$ cat config.mk
export PLATFORM = sky130hd
export DESIGN_NAME = gpio_bus_responder
export DESIGN_NICKNAME = d
export VERILOG_FILES = /design/src/rtl/gpio_bus_pkg.sv /design/src/rtl/gpio_bus_responder_sync_edge.sv /design/src/rtl/gpio_bus_responder.sv
export SDC_FILE = /design/constraint.sdc
export NUM_CORES = 1
export LEC_CHECK = 0
export CAP_MARGIN = 0
export CORE_MARGIN = 2
export CORE_UTILIZATION = 46
export CTS_CLUSTER_DIAMETER = 80
export CTS_CLUSTER_SIZE = 30
export DETAILED_ROUTE_END_ITERATION = 16
export GPL_ROUTABILITY_DRIVEN = 0
export PLACE_DENSITY = 0.78
export SYNTH_ARGS = -nofsm -noshare
export SYNTH_HDL_FRONTEND = slang
export SYNTH_SLANG_ARGS = --single-unit
$ cat constraint.sdc
create_clock -name clk -period 3.6 [get_ports clk]
set_input_delay 0.54 -clock clk [delete_from_list [all_inputs] [get_ports clk]]
set_output_delay 0.54 -clock clk [all_outputs]
set_load 0.05 [all_outputs]
$ cat src/rtl/gpio_bus_pkg.sv
// Shared constants for the GPIO bus responder: register offsets and FSM encoding.
package gpio_bus_pkg;

  localparam logic [3:0] OFF_OUT  = 4'h0;
  localparam logic [3:0] OFF_IN   = 4'h4;
  localparam logic [3:0] OFF_EDGE = 4'h8;
  localparam logic [3:0] OFF_MASK = 4'hC;

  typedef enum logic [1:0] {
    IDLE = 2'd0,
    WAIT = 2'd1,
    ACK  = 2'd2,
    HOLD = 2'd3
  } fsm_state_t;

  // Registers are 8 bits wide; every read is zero-extended onto the 32-bit bus.
  function automatic logic [31:0] zext8(input logic [7:0] value);
    return {24'b0, value};
  endfunction

endpackage

$ cat src/rtl/gpio_bus_responder_sync_edge.sv
// Multi-stage input synchroniser with a one-cycle rising-edge pulse per bit.
module gpio_sync_edge #(
  parameter int WIDTH       = 8,
  parameter int SYNC_STAGES = 2
) (
  input  logic             clk,
  input  logic             reset,
  input  logic [WIDTH-1:0] din,
  output logic [WIDTH-1:0] sync_out,
  output logic [WIDTH-1:0] rise
);

  localparam int STAGES = (SYNC_STAGES < 2) ? 2 : SYNC_STAGES;

  // Oldest sample lives in the top WIDTH bits of the chain.
  logic [STAGES*WIDTH-1:0] chain_reg;
  logic [WIDTH-1:0]        prev_reg;

  always_ff @(posedge clk) begin
    if (reset) begin
      chain_reg <= '0;
      prev_reg  <= '0;
    end else begin
      chain_reg <= {chain_reg[(STAGES-1)*WIDTH-1:0], din};
      prev_reg  <= sync_out;
    end
  end

  assign sync_out = chain_reg[STAGES*WIDTH-1 -: WIDTH];

  generate
    for (genvar gi = 0; gi < WIDTH; gi++) begin : g_rise
      assign rise[gi] = sync_out[gi] & ~prev_reg[gi];
    end
  endgenerate

endmodule

$ cat src/rtl/gpio_bus_responder.sv
// Memory-mapped GPIO target: output latch, synchronised inputs with sticky
// rising-edge flags and a maskable interrupt, behind a req/ack bus with wait states.
module gpio_bus_responder
  import gpio_bus_pkg::*;
#(
  parameter logic [31:0] BASE_ADDR   = 32'h0000_FF00,
  parameter int          WAIT_STATES = 0,
  parameter int          SYNC_STAGES = 2
) (
  input  logic        clk,
  input  logic        reset,
  input  logic        bus_req,
  input  logic        bus_we,
  input  logic [31:0] bus_addr,
  input  logic [31:0] bus_wdata,
  output logic [31:0] bus_rdata,
  output logic        bus_ack,
  output logic        bus_err,
  input  logic [7:0]  GPIO_i,
  output logic [7:0]  GPIO_o,
  output logic        irq
);

  localparam logic [2:0] WAIT_LOAD = (WAIT_STATES > 0) ? 3'(WAIT_STATES - 1) : 3'd0;

  fsm_state_t  state_reg, state_next;
  logic [2:0]  cnt_reg, cnt_next;
  logic        enter_ack;

  logic [31:0] addr_reg;
  logic        we_reg;
  logic [7:0]  wdata_reg;
  logic [31:0] rdata_reg;
  logic        err_reg;

  logic [7:0]  out_reg, out_next;
  logic [7:0]  mask_reg, mask_next;
  logic [7:0]  edge_flags_reg, edge_flags_next;
  logic [7:0]  edge_clear;
  logic        irq_reg;

  logic [7:0]  sync_in;
  logic [7:0]  rise;

  logic [31:0] cur_addr;
  logic        cur_we;
  logic        cur_ok;
  logic [7:0]  rd_byte;
  logic        commit;

  logic        unused_wdata;
  assign unused_wdata = ^bus_wdata[31:8];

  gpio_sync_edge #(
    .WIDTH       (8),
    .SYNC_STAGES (SYNC_STAGES)
  ) u_sync_edge (
    .clk      (clk),
    .reset    (reset),
    .din      (GPIO_i),
    .sync_out (sync_in),
    .rise     (rise)
  );

  always_ff @(posedge clk) begin
    if (reset) begin
      state_reg <= IDLE;
      cnt_reg   <= 3'd0;
    end else begin
      state_reg <= state_next;
      cnt_reg   <= cnt_next;
    end
  end

  always_comb begin
    state_next = state_reg;
    cnt_next   = cnt_reg;
    enter_ack  = 1'b0;
    unique case (state_reg)
      IDLE: begin
        if (bus_req) begin
          if (WAIT_STATES > 0) begin
            state_next = WAIT;
            cnt_next   = WAIT_LOAD;
          end else begin
            state_next = ACK;
            enter_ack  = 1'b1;
          end
        end
      end
      WAIT: begin
        if (cnt_reg == 3'd0) begin
          state_next = ACK;
          enter_ack  = 1'b1;
        end else begin
          cnt_next = cnt_reg - 3'd1;
        end
      end
      ACK:  state_next = HOLD;
      // A request left high after its ack is ignored until it drops.
      HOLD: if (!bus_req) state_next = IDLE;
      default: state_next = IDLE;
    endcase
  end

  // With no wait states the access is decoded straight off the bus in IDLE.
  assign cur_addr = (state_reg == IDLE) ? bus_addr : addr_reg;
  assign cur_we   = (state_reg == IDLE) ? bus_we   : we_reg;
  assign cur_ok   = (cur_addr[31:4] == BASE_ADDR[31:4]) && (cur_addr[1:0] == 2'b00);

  always_comb begin
    rd_byte = 8'h00;
    case (cur_addr[3:0])
      OFF_OUT:  rd_byte = out_reg;
      OFF_IN:   rd_byte = sync_in;
      OFF_EDGE: rd_byte = edge_flags_reg;
      OFF_MASK: rd_byte = mask_reg;
      default:  rd_byte = 8'h00;
    endcase
  end

  always_ff @(posedge clk) begin
    if (reset) begin
      addr_reg  <= 32'd0;
      we_reg    <= 1'b0;
      wdata_reg <= 8'd0;
      rdata_reg <= 32'd0;
      err_reg   <= 1'b0;
    end else begin
      if (state_reg == IDLE && bus_req) begin
        addr_reg  <= bus_addr;
        we_reg    <= bus_we;
        wdata_reg <= bus_wdata[7:0];
      end
      // Response registers are only non-zero during the single ACK cycle.
      if (enter_ack) begin
        err_reg   <= !cur_ok;
        rdata_reg <= (cur_ok && !cur_we) ? zext8(rd_byte) : 32'd0;
      end else begin
        err_reg   <= 1'b0;
        rdata_reg <= 32'd0;
      end
    end
  end

  assign commit = (state_reg == ACK) && we_reg && !err_reg;

  always_comb begin
    out_next   = out_reg;
    mask_next  = mask_reg;
    edge_clear = 8'h00;
    if (commit) begin
      case (addr_reg[3:0])
        OFF_OUT:  out_next   = wdata_reg;
        OFF_EDGE: edge_clear = wdata_reg;
        OFF_MASK: mask_next  = wdata_reg;
        default:  ;
      endcase
    end
    // A new edge in the same cycle as a W1C clear keeps the flag set.
    edge_flags_next = (edge_flags_reg & ~edge_clear) | rise;
  end

  always_ff @(posedge clk) begin
    if (reset) begin
      out_reg        <= 8'd0;
      mask_reg       <= 8'd0;
      edge_flags_reg <= 8'd0;
      irq_reg        <= 1'b0;
    end else begin
      out_reg        <= out_next;
      mask_reg       <= mask_next;
      edge_flags_reg <= edge_flags_next;
      irq_reg        <= |(edge_flags_reg & mask_reg);
    end
  end

  assign bus_ack   = (state_reg == ACK);
  assign bus_err   = err_reg;
  assign bus_rdata = rdata_reg;
  assign GPIO_o    = out_reg;
  assign irq       = irq_reg;

endmodule

==> results.py, run 1 <==
metrics = {
    "drt": {
        "vias": 3321,
        "drc_errors": 0,
        "final_antenna_net_count": 0,
        "viasPerCell": 5.26,
        "post_drt_wl_per_cell_um": 14.5,
        "drt_iter0_markers": 214,
        "dr.pass1.iters": 5,
        "wl_um": 9140,
    },
    "floorplan": {
        "dieHeight_um": 98.7,
        "die_x_um": 98.7,
        "core_mm2": 0.00872,
        "dieArea_mm2": 0.00973,
        "num_io_pins": 119,
        "rows": 34,
        "start_util": 0.473,
    },
    "finish": {
        "fin_cells": 631,
        "antenna_cells": 0,
        "nFillCells": 745,
        "layout-drive-gt1-share": 0.0554,
        "fin_nets": 596,
        "area_growth_syn_to_layout_pct": 21.3,
        "largest_register_ffs": 32,
    },
    "placed_design": {
        "numPortBuffers": 70,
        "hpwl_um": 6320,
        "dp_cells": 615,
    },
    "min_path": {
        "min_path_type": "flip-flop to flip-flop",
        "worstHoldStart": "u_sync_edge.chain_reg[3]",
    },
    "sta": {
        "fin_crit_ps": 2490,
        "rsz0062_at_grt": "no",
        "worst_hold_slack_ps": 445,
        "slew_violations": 0,
        "worst_pin_slew_ps": 776,
        "period_share": 0.691,
        "maxSlewHeadroom": 0.482,
        "max_freq_ghz": 0.402,
        "setup_viol": 0,
        "fin_worst_skew_ps": 14.3,
        "final.setup.tns_ps": 0,
        "finalHoldViolCount": 0,
    },
    "yosys": {
        "yosys_warnings": 0,
        "avgSynthCellArea_um2": 9.00,
        "synth_common_cells": "dfxtp_1 (104), nand2_1 (93), a21oi_1 (54)",
        "synth_edf_count": 0,
        "ys_seq_area_frac": 0.505,
        "synth_cells": 458,
        "synthDistinctLibCells": 42,
        "yosysMostFrequentCell": "dfxtp_1",
        "ys_async_sr_fraction": 0,
        "synth_top_area_cell": "dfxtp_1",
        "synth_top_area_share": 0.505,
        "netlist_area_mm2": 0.00412,
        "ys.flop_type": "dfxtp_1",
        "ys_ff_latch": 104,
        "synth_area_leaders": "dfxtp_1 (51%), nand2_1 (8.5%), a21oi_1 (6.6%)",
    },
    "cts": {
        "cts_max_path_buffers": 2,
        "tritoncts": "done",
        "clk_latency_ps": 360,
        "post_cts_buffers": 0,
        "cts_root_buf": "clkbuf_8",
        "cts-htree-levels": 3,
        "cts_resized": 0,
        "cts.clk_slew.worst_paths_ps": 100,
        "cts_made_buffers": 9,
        "cts_hold_buf": 0,
        "clock_sinks": 104,
    },
    "grt": {
        "overflow": 0,
        "grt_pass1_wl_um": 15100,
        "grt.total_usage": 0.195,
        "antenna_found_initial": 0,
        "grt_max_degree": 42,
        "first_global_vias": 3159,
    },
    "critical_path": {
        "cp.arrival_ps": 1950,
        "path_cells": "nor2b_2 -> clkdlybuf4s50_1",
        "slowest_stage": "clkdlybuf4s50_1",
        "rr_startpoint": "state_reg[0]",
        "crit_type": "flip-flop to output port",
        "required_ps": 3060,
        "cp_top_family": "buffers and inverters",
        "critPathBufInv": 1,
        "startpoint": "state_reg[1]",
        "slowest_delay_ps": 830,
        "worstPathMaxFanout": 9,
        "worstSetupStartpointType": "flip-flop",
        "cp-end-kind": "output port",
    },
    "pwr": {
        "clkPwrFrac": 0.347,
        "comb_power_share": 0.122,
        "power_density_mw_per_mm2": 464,
        "pwr-share-seq": 0.531,
        "power_mw": 2.32,
        "irDropWorstVdd_v": 0.000246,
        "p_sw_mw": 0.602,
        "intPower_mw": 1.72,
        "p_sw_frac": 0.260,
        "leakage_nw": 1.80,
    },
    "run_status": {
        "status": "completed",
    },
    "run": {
        "maxCapViolations": 0,
    },
}
==> path summary, 6_finish.rpt <==
| check | endpoint | cells after the start | slack (ps) |
|---|---|---|---|
| worst min-delay path | u_sync_edge.chain_reg[11] | 1 | 450 |
| worst min register to register | u_sync_edge.chain_reg[11] | 1 | 450 |
| worst max-delay path | bus_ack | 2 | 1110 |
| worst max register to register | bus_rdata[7] | 5 | 1430 |
==> layout make-up <==
type                    instances  area (µm²)  area share
well taps                     108         135      0.0270
multi-input cells             318        1790       0.357
inverters                      11        41.3     0.00826
clock inverters                 6        90.1      0.0180
clock buffers                  10         138      0.0275
repair buffers                 74         726       0.145
flip-flops and latches        104        2080       0.417
==> layer usage <==
layer  part of all wire  GRT usage  up-vias
met5                  0          0        -
met4              0.021     0.0685        0
met3              0.055     0.0504       14
met2               0.50      0.331       99
met1               0.42      0.242     1572
li1                   -          -     1636
==> stage by stage <==
step | utilization | setup WS, ps | instance area (µm²)
2_1_floorplan | - | 1530 | 4210
3_3_place_gp | 0.547 | 979 | 4770
3_5_place_dp | 0.547 | 985 | 4770
4_1_cts | 0.573 | 1080 | 5000
5_1_grt | 0.573 | 1000 | 5000
6_report | 0.573 | 1110 | 5000
==> power groups by stage <==
| stage | Sequential, mW | Combinational, mW | Clock (mW) |
|---|---|---|---|
| final | 1.23 | 0.283 | 0.805 |
| after CTS | 1.23 | 0.283 | 0.822 |
| after global routing | 1.24 | 0.307 | 0.872 |
| after floorplan | 1.25 | 0.213 | 0 |
| after global placement | 1.25 | 0.275 | 0 |
| after detailed placement | 1.26 | 0.281 | 0 |
==> cells in the final DEF, fill, tap and decap left out, types with 2 or more instances in the layout <==
master	netlist	routed
a21oi_2	2	2
nand2_1	93	93
nor4b_1	4	4
buf_4	24	4
conb_1	1	24
nand3_1	3	3
inv_1	11	11
clkbuf_8	0	10
nand3b_1	5	5
dfxtp_1	104	104
a32o_1	8	8
nor3_1	3	3
nor2_1	22	22
mux2i_1	18	18
ha_1	2	2
nor2b_1	26	26
nand4_1	5	5
bufinv_16	0	2
a211oi_1	2	2
and4b_1	3	3
or2_1	2	2
clkdlybuf4s50_1	0	69
nor4_1	6	6
a21oi_1	54	54
a22oi_1	20	20
==> kinds of logic (layout without fill, tap and decap cells) <==
family / after synthesis / after routing / synth area share
multiplexers: 18 / 18 / 0.0437
AND/OR/NAND/NOR: 183 / 183 / 0.221
adder cells (fa/ha/maj): 2 / 2 / 0.00607
flip-flops: 104 / 104 / 0.505
AO/OA/AOI/OAI: 90 / 90 / 0.138
buffers and inverters: 59 / 101 / 0.0826
XOR/XNOR: 1 / 1 / 0.00213
other: 1 / 24 / 0.000910
Power figures use the tool's default switching activity.
==> inputs of run 2 (changes only) <==
==> constraint.sdc (replaced) <==
create_clock -name clk -period 2.35 [get_ports clk]
set_input_delay 0.3525 -clock clk [delete_from_list [all_inputs] [get_ports clk]]
set_output_delay 0.3525 -clock clk [all_outputs]
set_load 0.05 [all_outputs]
==> run 2 against run 1 <==
Against the previous run:
- register-to-register slack got worse by 980 ps
- sequential cell count is the same
- via count is 0.18% higher
==> results.py, run 2 (same netlist as run 1, synthesis figures left out) <==
metrics = {
    "run_status": {
        "status": "completed",
    },
    "finish": {
        "largest_register_ffs": 32,
        "layout_common_cells": "dfxtp_1 (104), nand2_1 (93), clkdlybuf4s50_1 (68)",
        "fin_cells": 641,
        "antenna_cells": 0,
        "final_util": 0.578,
        "nFillCells": 760,
        "layout-drive-gt1-share": 0.0713,
        "area_growth_syn_to_layout_pct": 22.3,
        "fin_nets": 606,
        "final_common_cell": "dfxtp_1",
    },
    "drt": {
        "drt_iter0_markers": 155,
        "dr.pass1.iters": 4,
        "final_antenna_net_count": 0,
        "post_drt_wl_per_cell_um": 14.0,
        "wl_um": 8990,
        "viasPerCell": 5.19,
        "vias": 3327,
        "drc_errors": 0,
    },
    "critical_path": {
        "worstSetupStartpointType": "flip-flop",
        "critPathBufInv": 1,
        "crit_type": "flip-flop to output port",
        "slowest_delay_ps": 820,
        "cp_top_family": "buffers and inverters",
        "worstPathMaxFanout": 3,
        "slowest_stage": "clkdlybuf4s50_1",
        "cp-end-kind": "output port",
        "required_ps": 2000,
        "path_cells": "clkdlybuf4s50_1",
        "cp.arrival_ps": 1570,
    },
    "cts": {
        "post_cts_buffers": 0,
        "cts-htree-levels": 3,
        "cts_root_buf": "clkbuf_8",
        "cts.clk_slew.worst_paths_ps": 100,
        "clock_sinks": 104,
        "cts_max_path_buffers": 2,
        "tritoncts": "done",
        "cts_made_buffers": 9,
        "clk_latency_ps": 360,
    },
    "floorplan": {
        "rows": 34,
        "num_io_pins": 119,
        "core_mm2": 0.00872,
        "dieArea_mm2": 0.00973,
        "dieHeight_um": 98.7,
        "die_x_um": 98.7,
        "start_util": 0.473,
    },
    "pwr": {
        "comb_power_share": 0.130,
        "p_sw_mw": 0.910,
        "clkPwrFrac": 0.318,
        "leakage_nw": 1.84,
        "pwr-share-seq": 0.552,
        "p_sw_frac": 0.267,
        "irDropWorstVdd_v": 0.000380,
        "intPower_mw": 2.50,
        "power_density_mw_per_mm2": 677,
    },
    "sta": {
        "fin_worst_skew_ps": 17.2,
        "rsz0062_at_grt": "no",
        "maxSlewHeadroom": 0.603,
        "max_freq_ghz": 0.521,
        "setup_viol": 0,
        "fin_crit_ps": 1920,
        "worst_pin_slew_ps": 594,
        "slew_violations": 0,
        "final.setup.tns_ps": 0,
        "worst_hold_slack_ps": 259,
        "finalHoldViolCount": 0,
        "period_share": 0.816,
    },
    "placed_design": {
        "hpwl_um": 6450,
        "numPortBuffers": 70,
        "dp_cells": 625,
    },
    "grt": {
        "first_global_vias": 3005,
        "antenna_found_initial": 0,
        "overflow": 0,
        "grt.total_usage": 0.184,
        "grt_max_degree": 38,
        "grt_pass1_wl_um": 14500,
    },
    "min_path": {
        "min_path_type": "primary input to flip-flop",
    },
    "run": {
        "maxCapViolations": 0,
    },
}
[run 2: cell types whose count changed in the layout (fill, tap and decap cells not counted)]
cell	delta
bufinv_16	-1
clkbuf_8	-1
clkbuf_1	+1
buf_4	+10
dlymetal6s2s_1	+1
clkdlybuf4s50_1	-1
clkinvlp_4	+1
[run 2: repair_timing]
| action | in CTS | in global routing |
|---|---|---|
| endpoints found under the setup margin | 0 | 1 |
| gates resized for setup | 0 | 1 |
| hold endpoints to repair | 0 | 0 |
| hold buffers | 0 | 0 |
[run 2: path summary, 6_finish.rpt]
path              cells past startpoint                         to                     start  slack (ps)
setup / recovery                      1                  GPIO_o[2]                 GPIO_o[2]         430
hold / removal                        2                mask_reg[7]                     reset         260
setup reg to reg                      5                mask_reg[2]              state_reg[1]         450
hold reg to reg                       1  u_sync_edge.chain_reg[11]  u_sync_edge.chain_reg[3]         440
[run 2: power groups by stage]
stage          Combinational (mW)  Clock [mW]  Sequential, mW
2_1_floorplan               0.326           0            1.91
3_3_place_gp                0.433           0            1.92
3_5_place_dp                0.442           0            1.93
4_1_cts                     0.444        1.11            1.89
5_1_grt                     0.479        1.19            1.90
6_report                    0.444        1.08            1.89
[run 2: metrics by stage]
step	instance area (µm²)	power, mW	setup slack, ps
global route	5040	3.56	281
floorplan	4210	2.23	280
global placement	4840	2.36	124
finish	5040	3.41	431
detailed placement	4840	2.37	193
CTS	5040	3.44	48.7
[run 2: per-layer routing]
metal	vias to the layer above	GRT usage	share of wire
met2	90	0.319	0.51
met5	-	0	0
met4	0	0.0464	0.0081
met1	1583	0.235	0.44
li1	1649	-	-
met3	5	0.0369	0.039
[run 2: area by class of cell]
| cell class | count | area [µm²] | area share |
|---|---|---|---|
| clock buffer | 10 | 128 | 0.0253 |
| clock inverter | 6 | 67.6 | 0.0134 |
| inverter | 11 | 41.3 | 0.00819 |
| multi-input combinational | 318 | 1790 | 0.354 |
| sequential | 104 | 2080 | 0.413 |
| tap | 108 | 135 | 0.0268 |
| timing repair buffer | 84 | 803 | 0.159 |
==> inputs of run 3 (changes only) <==
==> constraint.sdc (replaced) <==
create_clock -name clk -period 1.9 [get_ports clk]
set_input_delay 0.285 -clock clk [delete_from_list [all_inputs] [get_ports clk]]
set_output_delay 0.285 -clock clk [all_outputs]
set_load 0.05 [all_outputs]
==> run 3 against run 2 <==
Against the previous run:
- sequential share of layout area shrank 0.91 points
- worst setup slack worse by 360 ps
- cell count increased by 1.4%
- wire length fell by 2.0%
- clock-buffer cell count rose by 2
- highest routed layer unchanged
- worst hold slack better by 100 ps
- critical path depth stayed put
- core utilization grew 1.3 points
- design area rose by 2.3%
- critical path type unchanged
==> results.py, run 3 (same netlist as run 1, synthesis figures left out) <==
metrics = {
    "pwr": {
        "intPower_mw": 3.10,
        "pwr-share-seq": 0.554,
        "p_sw_frac": 0.264,
        "power_density_mw_per_mm2": 815,
        "comb_power_share": 0.139,
        "p_sw_mw": 1.11,
        "clkPwrFrac": 0.307,
        "leakage_nw": 1.94,
        "irDropWorstVdd_v": 0.000469,
    },
    "finish": {
        "layout-drive-gt1-share": 0.0959,
        "layout_common_cells": "dfxtp_1 (103), nand2_1 (93), clkdlybuf4s50_1 (66)",
        "final_common_cell": "dfxtp_1",
        "area_growth_syn_to_layout_pct": 25.2,
        "final_util": 0.592,
        "fin_nets": 616,
        "nFillCells": 747,
        "fin_cells": 650,
        "stdcell_area_mm2": 0.00516,
        "antenna_cells": 0,
        "largest_register_ffs": 32,
    },
    "cts": {
        "clock_sinks": 104,
        "cts.clk_slew.worst_paths_ps": 90,
        "cts_root_buf": "clkbuf_8",
        "clk_latency_ps": 350,
        "cts_hold_buf": 0,
        "cts-htree-levels": 3,
        "cts_max_path_buffers": 2,
        "cts_made_buffers": 9,
        "tritoncts": "done",
    },
    "placed_design": {
        "dpl_worst_slack_ps": -177,
        "hpwl_um": 6300,
        "dp_cells": 635,
        "placed_cell_area_mm2": 0.00496,
        "numPortBuffers": 70,
    },
    "critical_path": {
        "critPathBufInv": 1,
        "required_ps": 1620,
        "slowest_stage": "clkdlybuf4s50_1",
        "cp-end-kind": "output port",
        "ff2ff_setup_slack_ps": 130,
        "crit_type": "flip-flop to output port",
        "cp_top_family": "buffers and inverters",
        "path_cells": "clkdlybuf4s50_1",
        "cp.arrival_ps": 1550,
        "worstPathMaxFanout": 3,
        "worstSetupStartpointType": "flip-flop",
        "slowest_delay_ps": 820,
    },
    "drt": {
        "drc_errors": 0,
        "drt_iter0_markers": 162,
        "vias": 3318,
        "viasPerCell": 5.10,
        "dr.pass1.iters": 4,
        "post_drt_wl_per_cell_um": 13.6,
        "wl_um": 8810,
        "final_antenna_net_count": 0,
    },
    "grt": {
        "antenna_found_initial": 0,
        "overflow": 0,
        "grt_max_degree": 72,
        "grt.total_usage": 0.183,
        "first_global_vias": 3150,
        "grt_pass1_wl_um": 14500,
    },
    "min_path": {
        "min_path_type": "primary input to flip-flop",
    },
    "sta": {
        "maxSlewHeadroom": 0.661,
        "rsz0062_at_grt": "no",
        "fin_worst_skew_ps": 9.12,
        "setup_viol": 0,
        "fin_ws_ps": 67.5,
        "worst_pin_slew_ps": 508,
        "finalHoldViolCount": 0,
        "period_share": 0.964,
        "max_freq_ghz": 0.546,
        "fin_crit_ps": 1830,
        "slew_violations": 0,
    },
    "run": {
        "maxCapViolations": 0,
    },
    "floorplan": {
        "core_mm2": 0.00872,
        "dieHeight_um": 98.7,
        "start_util": 0.473,
        "num_io_pins": 119,
        "rows": 34,
        "die_x_um": 98.7,
        "dieArea_mm2": 0.00973,
    },
    "run_status": {
        "status": "completed",
    },
}
==> run 3: area by class of cell <==
type,instances,area [µm²],share of cell area
Clock inverter,3,25.0,0.00485
Sequential cell,104,2080,0.404
Clock buffer,12,165,0.0320
Timing Repair Buffer,94,916,0.178
Multi-Input combinational cell,318,1790,0.348
Inverter,11,41.3,0.00800
Tap cell,108,135,0.0262
==> run 3: final timing paths <==
kind / startpoint / endpoint / cells past startpoint
setup / recovery: GPIO_o[0] / GPIO_o[0] / 1
hold / removal: reset / bus_err / 3
setup reg to reg: state_reg[0] / bus_rdata[3] / 7
hold reg to reg: u_sync_edge.chain_reg[1] / u_sync_edge.chain_reg[9] / 1
==> run 3: routing by layer <==
metal  routed length [µm]  global-route usage  vias up
met4                   76              0.0495        0
met3                  490              0.0496        9
met5                    0                   0        -
met1                 3840               0.233     1538
met2                 4410               0.308      102
li1                     -                   -     1669
==> run 3: power groups by stage <==
stage | clock network, mW | logic [mW] | registers (mW)
2_1_floorplan | 0 | 0.406 | 2.36
3_3_place_gp | 0 | 0.571 | 2.38
3_5_place_dp | 0 | 0.582 | 2.38
4_1_cts | 1.32 | 0.584 | 2.33
5_1_grt | 1.40 | 0.631 | 2.34
6_report | 1.29 | 0.584 | 2.33
==> run 3: through the flow <==
stage / hold WS [ps] / setup TNS [ps] / total power, mW
final: 360 / 0 / 4.21
after floorplan: 368 / 0 / 2.77
after detailed placement: 429 / -1050 / 2.96
after global routing: 357 / 0 / 4.38
after CTS: 349 / 0 / 4.23
after global placement: 422 / -899 / 2.95
==> run 3: timing repair <==
item | 4_1_cts | 5_1_grt
setup endpoints to repair | 0 | 25
gates resized for setup | 0 | 5
setup buffers | 0 | 0
endpoints found under the hold margin | 0 | 0
